File: src/rtl/arbiter_4_v.sv
// Four-requester arbiter with registered one-hot grant, hold timeout and post-timeout exclusion mask.
// Define ARBITER_4_V_ROUND_ROBIN_EN for rotating priority; default build is fixed priority (line 0 highest).
module arbiter_4_v #(
   parameter int unsigned MAX_HOLD = 8
) (
   input  logic       i_clk,
   input  logic       i_rst_n,
   input  logic [3:0] i_req,
   output logic [3:0] o_gnt,
   output logic [1:0] o_gnt_code,
   output logic       o_gnt_valid,
   output logic       o_timeout
);

   typedef enum logic {
      S_IDLE,
      S_GRANT
   } state_e;

   localparam logic [7:0] HOLD_LAST = (MAX_HOLD == 0) ? 8'd0 : 8'(MAX_HOLD - 1);

   state_e     state_q, state_d;
   logic [3:0] gnt_q, gnt_d;
   logic [1:0] code_q, code_d;
   logic       valid_q, valid_d;
   logic       timeout_q, timeout_d;
   logic [7:0] hold_q, hold_d;
   logic [3:0] mask_q, mask_d;

   logic [3:0] masked_req;
   logic       win_found;
   logic [1:0] win_code;
   logic [7:0] hold_inc;

   assign masked_req = i_req & ~mask_q;
   assign hold_inc   = (hold_q == 8'hFF) ? hold_q : hold_q + 8'd1;

`ifdef ARBITER_4_V_ROUND_ROBIN_EN
   logic [1:0] ptr_q, ptr_d;
   logic [1:0] idx;

   // Descending scan so the smallest distance from the pointer is the last (winning) hit.
   always_comb begin
      win_found = 1'b0;
      win_code  = 2'd0;
      idx       = 2'd0;
      for (int k = 3; k >= 0; k--) begin
         idx = ptr_q + 2'(k);
         if (masked_req[idx]) begin
            win_found = 1'b1;
            win_code  = idx;
         end
      end
   end
`else
   always_comb begin
      win_found = 1'b0;
      win_code  = 2'd0;
      for (int i = 3; i >= 0; i--) begin
         if (masked_req[i]) begin
            win_found = 1'b1;
            win_code  = 2'(i);
         end
      end
   end
`endif

   always_comb begin
      // NOTE: every output of this block is defaulted first so no path can infer a latch.
      state_d   = state_q;
      gnt_d     = gnt_q;
      code_d    = code_q;
      valid_d   = valid_q;
      timeout_d = 1'b0;
      hold_d    = hold_q;
      mask_d    = mask_q;
`ifdef ARBITER_4_V_ROUND_ROBIN_EN
      ptr_d     = ptr_q;
`endif
      case (state_q)
         S_IDLE: begin
            mask_d = 4'b0000;
            if (win_found) begin
               gnt_d   = 4'b0001 << win_code;
               code_d  = win_code;
               valid_d = 1'b1;
               hold_d  = 8'd0;
               state_d = S_GRANT;
`ifdef ARBITER_4_V_ROUND_ROBIN_EN
               ptr_d   = win_code + 2'd1;
`endif
            end
         end
         S_GRANT: begin
            hold_d = hold_inc;
            if (!i_req[code_q]) begin
               gnt_d   = 4'b0000;
               code_d  = 2'd0;
               valid_d = 1'b0;
               state_d = S_IDLE;
            end else if (MAX_HOLD != 0 && hold_q == HOLD_LAST) begin
               // Forced release: exclude the evicted owner from the next arbitration only.
               gnt_d     = 4'b0000;
               code_d    = 2'd0;
               valid_d   = 1'b0;
               timeout_d = 1'b1;
               mask_d    = gnt_q;
               state_d   = S_IDLE;
            end
         end
         default: begin
            gnt_d   = 4'b0000;
            code_d  = 2'd0;
            valid_d = 1'b0;
            state_d = S_IDLE;
         end
      endcase
   end

   // NOTE: sequential state uses non-blocking assignments only.
   always_ff @(posedge i_clk or negedge i_rst_n) begin
      if (!i_rst_n) begin
         state_q   <= S_IDLE;
         gnt_q     <= 4'b0000;
         code_q    <= 2'd0;
         valid_q   <= 1'b0;
         timeout_q <= 1'b0;
         hold_q    <= 8'd0;
         mask_q    <= 4'b0000;
      end else begin
         state_q   <= state_d;
         gnt_q     <= gnt_d;
         code_q    <= code_d;
         valid_q   <= valid_d;
         timeout_q <= timeout_d;
         hold_q    <= hold_d;
         mask_q    <= mask_d;
      end
   end

`ifdef ARBITER_4_V_ROUND_ROBIN_EN
   always_ff @(posedge i_clk or negedge i_rst_n) begin
      if (!i_rst_n) ptr_q <= 2'd0;
      else          ptr_q <= ptr_d;
   end
`endif

   assign o_gnt       = gnt_q;
   assign o_gnt_code  = code_q;
   assign o_gnt_valid = valid_q;
   assign o_timeout   = timeout_q;

endmodule
File: config.mk
export PLATFORM = sky130hd
export DESIGN_NAME = arbiter_4_v
export DESIGN_NICKNAME = d
export VERILOG_FILES = /design/src/rtl/arbiter_4_v.sv
export SDC_FILE = /design/constraint.sdc
export NUM_CORES = 1
export LEC_CHECK = 0
export BUFFER_PORTS_ARGS = -buffer_cell sky130_fd_sc_hd__buf_4
export CORE_ASPECT_RATIO = 0.9
export CORE_MARGIN = 3
export CORE_UTILIZATION = 35
export DETAILED_ROUTE_END_ITERATION = 16
export PLACE_DENSITY_LB_ADDON = 0.2
export SLEW_MARGIN = 40
export SYNTH_ARGS = -nofsm -noshare
export SYNTH_HDL_FRONTEND = slang
export SYNTH_SLANG_ARGS = --single-unit
export TNS_END_PERCENT = 20
File: constraint.sdc
create_clock -name i_clk -period 2.6 [get_ports i_clk]
set_input_delay 0.26 -clock i_clk [delete_from_list [all_inputs] [get_ports i_clk]]
set_output_delay 0.26 -clock i_clk [all_outputs]
set_load 0.02 [all_outputs]
==> summary.txt, run 1 <==
STA
  • Setup TNS: 0 ps
  • RSZ-0062 raised after global routing: false
  • Final setup viols: 0
  • Max Clock Freq: approximately 0.50 GHz
  • Clk_skew: approximately 3.5 ps
  • Final Critical Period: approximately 2000 ps
  • Hold Vio Cnt, Final: 0
  • Pins Over Slew Limit: 0
  • Hold_ws: approximately 280 ps
  • Worst slew pin tran: between 500 and 600 ps
  • Period Utilization, post-route: between 70 and 80%
  • Slew Limit Headroom: approximately three fifths
  • Final setup margin: roughly 600 ps

Drt
  • DR iter-0 viols: 32
  • Avg WL per Cell: roughly 14 microns
  • Antenna-violating nets left: 0
  • Vias: around 890
  • DR pass1 iterations: 4
  • DR vias/cell: roughly 5.3
  • Residual DRC: 0
  • Total Wirelength: 2260 microns

Worst setup path
  • Top fanout value on the critical path: 9
  • CP Launch Type: flip-flop
  • Crit path buf inv count: 0
  • Flop-to-flop setup slack: just over 600 ps
  • Stages on worst setup path: 4
  • Setup crit end: mask_q[2]$_DFFE_PN0P_
  • Critical path class: flip-flop to flip-flop
  • Setup crit end kind: flip-flop
  • Reg2Reg Depth: 4
  • Max incr delay on CP: around 470 ps
  • Critical path origin: hold_q[4]$_DFFE_PN0P_
  • Slowest-stage cell, CP: dfrtp_1
  • R2R Path Start: hold_q[4]$_DFFE_PN0P_
  • Critical-path cell list: or3_1 > or4_4 > o31a_1 > a22o_1
  • Reg2reg end: mask_q[2]$_DFFE_PN0P_
  • Kind of cell adding the most delay to the critical path: simple AND/OR/NAND/NOR gates
  • Crit path arrival time: 2190 ps
  • CP required: between 2000 and 3000 ps

Power
  • Clock share of power: about 15%
  • Reg power frac: about half
  • Power density over the cells: 774 mW/mm^2
  • Internal: about 0.6 mW
  • Switch Pwr: between 0.3 and 0.4 mW
  • Total leakage power: 0.577 nW
  • Combinational share of power: about 34%
  • Net Sw Frac: a little under two fifths
  • Maximum VDD drop: around 0.0005 V

Clock network
  • CTS tree: built
  • Clock-pin slew on the worst setup and hold paths: about 110 ps
  • Clk Latency, worst-skew pair: about 300 ps
  • Max clock buf depth: 2
  • Clk root buf: clkbuf_4
  • Clk sinks: 21
  • Setup Fix Bufs, Post-CTS: 0
  • Number of clock buffers inserted by TritonCTS: 3
  • H-tree lvl count: 1

Global route
  • Number of antenna violations at the first check in global routing: 0
  • Gr usage total: 13.3%
  • Number of global-route vias before repair: between 800 and 900
  • Met1 GRT Util: between 10% and 20%
  • Met3 usage: around 3.6%
  • GR Util met2: 18.8%
  • First-pass GRT wire length: 3830 microns
  • Maximum number of pins on one net before global-route repair: 22
  • Gr ovfl total: 0
  • GR peak layer: met1

Floorplanning
  • Placement Rows: 18
  • Die span in x: between 60 and 70 microns
  • Die area: about 0.0039 sq mm
  • Die Span Y: around 59 microns
  • Initial Util: about two fifths
  • Top Ports: 14
  • Core region area: roughly 0.0029 sq mm

Finish
  • Fraction of layout cells with a size suffix above 1: between 10% and 20%
  • Most common cell after layout, fill and taps aside: dfrtp_1
  • Area occupied by multi-input gates: approximately 520 sq um
  • Fin util: 44.2%
  • Layout area overhead: 15.0%
  • N_diodes: 0
  • Most frequent cells in the layout: dfrtp_1, buf_4, nand2_1
  • Fin cells: around 170
  • Sequential Area: between 500 and 600 sq um
  • Net count, final: 135
  • FILL cells: between 200 and 300

Placed design
  • Place WS: ~630 ps
  • GP Congestion: a little over 0.8
  • Post-Place Cells: between 150 and 200
  • Port Buf Inserts: 13
  • DP Wirelength: ~1700 microns

Synthesis
  • Post-synthesis mux area share: between 2 and 3%
  • Post-Synth Adder-Cell Area: around 1.1%
  • Seq cells post-synth: 21
  • Post-synthesis sequential area ratio: around 48%
  • Syn_nets: 120
  • Syn_area_per_cell: around 9.7 sq um
  • Gate Count Post-Synth: ~110
  • Distinct cells, synth: 38
  • XOR/XNOR Fraction of Synth Area: 1.59%
  • Primary FF master, synth: dfrtp_1
  • Netlist Area Pre-Place: about 0.0011 sq mm
  • Fraction of the mapped netlist area in compound gates: between 20% and 30%
  • Ys async rst share: between 90% and 100%
  • Synth warn: 0
  • Number of synthesized flops with an enable pin: 0
  • Simple logic cell fraction of the synthesized area: approximately 21%
  • Main combinational cell family by area after synthesis: compound AO/OA/AOI/OAI gates

Run status
  • Status: complete, no violations

Run
  • Maxcap violations: 0

Hold path
  • HP Class: input pin to flip-flop
  • WHS Path Cells: 3
==> state kept, by name (all words and copies together), names as in the netlist <==
signal / count
o_gnt_valid: 1
o_gnt: 4
mask_q: 4
o_gnt_code: 2
o_timeout: 1
hold_q: 8
state_q: 1
==> worst min-delay path by stage <==
stage	start	end	slack, ps
final	i_req[0]	o_gnt[0]$_DFFE_PN0P_	280
after detailed placement	i_rst_n	hold_q[6]$_DFFE_PN0P_	160
after floorplan	i_rst_n	hold_q[0]$_DFFE_PN0P_	-40
after global routing	i_req[0]	o_gnt[0]$_DFFE_PN0P_	270
after CTS	i_req[0]	o_gnt[0]$_DFFE_PN0P_	270
after global placement	i_rst_n	hold_q[5]$_DFFE_PN0P_	160
==> routing by layer <==
layer	vias up	wire length, microns
met1	427	1140
met5	-	0
met2	19	987
met4	0	15
met3	2	113
li1	440	-
==> timing repair <==
item,CTS,global route
hold endpoints to repair,21,0
hold buffers,1,0
gates resized for setup,0,0
==> stage by stage <==
stage	power [mW]	area [sq um]
after floorplan	0.715	1100
after global placement	0.828	1230
after detailed placement	0.835	1230
after CTS	0.989	1260
after global routing	1.06	1260
final	0.979	1260
==> power groups by stage <==
stage               Combinational, mW  Clock, mW  Sequential (mW)
CTS                             0.333      0.158            0.499
global route                    0.367      0.177            0.518
detailed placement              0.331          0            0.504
floorplan                       0.226          0            0.490
finish                          0.329      0.150            0.499
global placement                0.326          0            0.502
==> cell type report <==
type | instances | area share, %
Sequential cell | 21 | 41.5
Multi-Input combinational cell | 79 | 40.9
Timing Repair Buffer | 15 | 9.10
Tap cell | 40 | 3.96
Inverter | 8 | 2.37
Clock buffer | 4 | 2.08
==> worst min-delay path, stage by stage <==
cell      delay [ps]
buf_4            120
nand2b_1          90
o22ai_1           80
==> cell families after synthesis <==
group / after synthesis
mux: 3
compound gates: 32
fa+ha+maj: 1
simple gates: 41
flops: 21
xor+xnor: 2
buf+inv: 13
==> synth_stat cells, types with 2 or more instances <==
library cell  instances  area [sq um]
dfrtp_1              21           526
nand2_1               9          33.8
a22o_1                8          70.1
inv_1                 8          30.0
nand3_1               5          25.0
nor2_1                5          18.8
a21oi_1               4          20.0
clkbuf_1              4          15.0
nand2b_1              4          25.0
nor2b_1               4          25.0
o21ai_0               4          20.0
a22oi_1               3          22.5
nor3_1                3          15.0
o22ai_1               3          18.8
a31oi_1               2          12.5
and2_1                2          12.5
mux2i_1               2          20.0
nand4_1               2          12.5
No activity file was read; power rests on OpenSTA's default activity.
==> run 2, diff against run 1 <==
clock period = 1.7 ns   (was 2.6 ns; I/O delays follow)
==> run 2 against run 1 <==
  * The run now ends with negative setup slack left
  * Sequential share of layout area is 4.2 points lower
  * Critical path type unchanged
  * Cell count is 11% higher
  * Non-clock buffer count is 18 higher
  * Sequential power is 36% higher
  * Die area stayed put
  * Count of clock-buffer cells in the layout is 1 lower
  * Flip-flop and latch count stayed put
  * Clock skew is 2.3 ps lower
  * Utilization is 5.0 points higher
  * Via count is 6.4% higher
  * Critical endpoint is now mask_q[0]$_DFFE_PN0P_
  * Hold slack worse by 100 ps
  * Combinational power is 130% higher
  * Largest cell class unchanged
==> summary.txt, run 2 (synthesis results as in run 1) <==
Run status
  • Status: complete, but fails checks
  • Failing checks: negative setup slack

Global route
  • Maximum number of pins on one net before global-route repair: 22
  • First-pass GRT wire length: between 4000 and 5000 microns
  • Gr ovfl total: 0
  • Number of global-route vias before repair: roughly 900
  • Gr usage total: roughly 15%
  • Number of antenna violations at the first check in global routing: 0

Floorplanning
  • Die area: approximately 0.0039 sq mm
  • Top Ports: 14
  • Die Span Y: 59.2 microns
  • Die span in x: ~65 microns
  • Initial Util: between 30% and 40%
  • Placement Rows: 18
  • Core region area: 0.00286 sq mm

Clock network
  • Max clock buf depth: 2
  • Clk sinks: 21
  • H-tree lvl count: 1
  • Clk Latency, worst-skew pair: roughly 300 ps
  • Clk root buf: clkbuf_4
  • Clock-pin slew on the worst setup and hold paths: approximately 110 ps
  • Number of clock buffers inserted by TritonCTS: 3
  • CTS tree: built

Finish
  • Most flops, register: hold_q
  • Max reg flops: 8
  • Net count, final: 153
  • Most frequent cells in the layout: buf_4, dfrtp_1, nand2_1
  • Most common cell after layout, fill and taps aside: buf_4
  • Fraction of layout cells with a size suffix above 1: between 20 and 30%
  • N_diodes: 0
  • Layout area overhead: 28.0%
  • FILL cells: 290
  • Fin util: about half
  • Final Cell Area: 0.00141 sq mm

STA
  • Setup TNS: -717 ps
  • Final setup margin: -132 ps
  • Slew Limit Headroom: 68.7%
  • Final setup viols: 8
  • Hold_ws: approximately 180 ps
  • Worst slew pin tran: about 470 ps
  • Final Critical Period: roughly 1800 ps
  • Period Utilization, post-route: 108%
  • Clk_skew: roughly 1.2 ps
  • Hold Vio Cnt, Final: 0
  • RSZ-0062 raised after global routing: true
  • Max Clock Freq: 0.546 GHz
  • Pins Over Slew Limit: 0

Worst setup path
  • Kind of cell adding the most delay to the critical path: simple AND/OR/NAND/NOR gates
  • Flop-to-flop setup slack: -130 ps
  • R2R Path Start: hold_q[4]$_DFFE_PN0P_
  • Max incr delay on CP: between 400 and 500 ps
  • Reg2Reg Depth: 4
  • Slowest-stage cell, CP: or4_4
  • Critical-path cell list: or3_1 > or4_4 > o31a_1 > a22o_1
  • Setup crit end kind: flip-flop
  • Critical path class: flip-flop to flip-flop
  • Crit path buf inv count: 0
  • Crit path arrival time: between 2000 and 2500 ps
  • Setup crit end: mask_q[0]$_DFFE_PN0P_
  • CP Launch Type: flip-flop
  • Critical path origin: hold_q[4]$_DFFE_PN0P_
  • Top fanout value on the critical path: 4
  • CP required: 1900 ps
  • Stages on worst setup path: 4
  • Reg2reg end: mask_q[0]$_DFFE_PN0P_

Drt
  • DR vias/cell: about 5.1
  • Total Wirelength: between 2000 and 3000 microns
  • Residual DRC: 0
  • Vias: roughly 950
  • DR pass1 iterations: 4
  • Avg WL per Cell: about 14 microns
  • DR iter-0 viols: 35
  • Antenna-violating nets left: 0

Hold path
  • HP Class: input pin to flip-flop

Placed design
  • Dpl cell area: approximately 0.0014 sq mm
  • DP Wirelength: between 1500 and 2000 microns
  • GP Congestion: 0.792
  • Port Buf Inserts: 13

Power
  • Maximum VDD drop: about 0.0007 V
  • Power density over the cells: roughly 1200 mW/mm^2
  • Total leakage power: between 0.6 and 0.7 nW

Run
  • Maxcap violations: 0
-- run 2: power by group --
group,internal (mW),switching (mW)
Clock,0.0878,0.146
Sequential,0.599,0.0817
Combinational,0.360,0.391
-- run 2: repair_timing --
action | CTS | global route
hold buffers | 1 | 0
buffers inserted | 0 | 1
resized for setup | 0 | 2
endpoints found under the setup margin | 8 | 12
endpoints found under the hold margin | 21 | 0
-- run 2: worst min path at each step --
stage | from | endpoint | slack [ps] | cells after the start
floorplan | i_rst_n | hold_q[0]$_DFFE_PN0P_ | -130 | 0
global placement | i_rst_n | hold_q[0]$_DFFE_PN0P_ | 70 | 1
detailed placement | i_rst_n | hold_q[0]$_DFFE_PN0P_ | 70 | 1
CTS | i_req[0] | o_gnt[0]$_DFFE_PN0P_ | 160 | 3
global route | i_req[0] | o_gnt[0]$_DFFE_PN0P_ | 180 | 3
finish | i_req[0] | o_gnt[0]$_DFFE_PN0P_ | 180 | 3
-- run 2: area by class of cell --
class	instances	area (sq um)	share of cell area (%)
Sequential cell	21	526	37.3
Multi-Input combinational cell	79	524	37.2
Timing Repair Buffer	33	250	17.8
Tap cell	40	50.0	3.56
Inverter	8	30.0	2.13
Clock buffer	3	22.5	1.60
Clock inverter	1	5.00	0.356
-- run 2: metrics by stage --
stage	power (mW)	setup WS, ps	cells
finish	1.67	-132	185
global route	1.79	-174	185
CTS	1.66	-126	184
detailed placement	1.42	-115	179
global placement	1.40	-54.1	179
floorplan	1.09	-146	113
-- run 2: tightest hold or removal path: stages --
cell	delay, ps
buf_4	120
nand2b_1	80
o22ai_1	80
-- run 2: routing by layer --
layer | GRT usage (%) | up-vias | wire length [microns]
met5 | 0 | - | 0
met4 | 3.55 | 0 | 18
met3 | 3.42 | 2 | 72
met2 | 22.4 | 13 | 1130
met1 | 22.0 | 453 | 1330
li1 | - | 477 | -
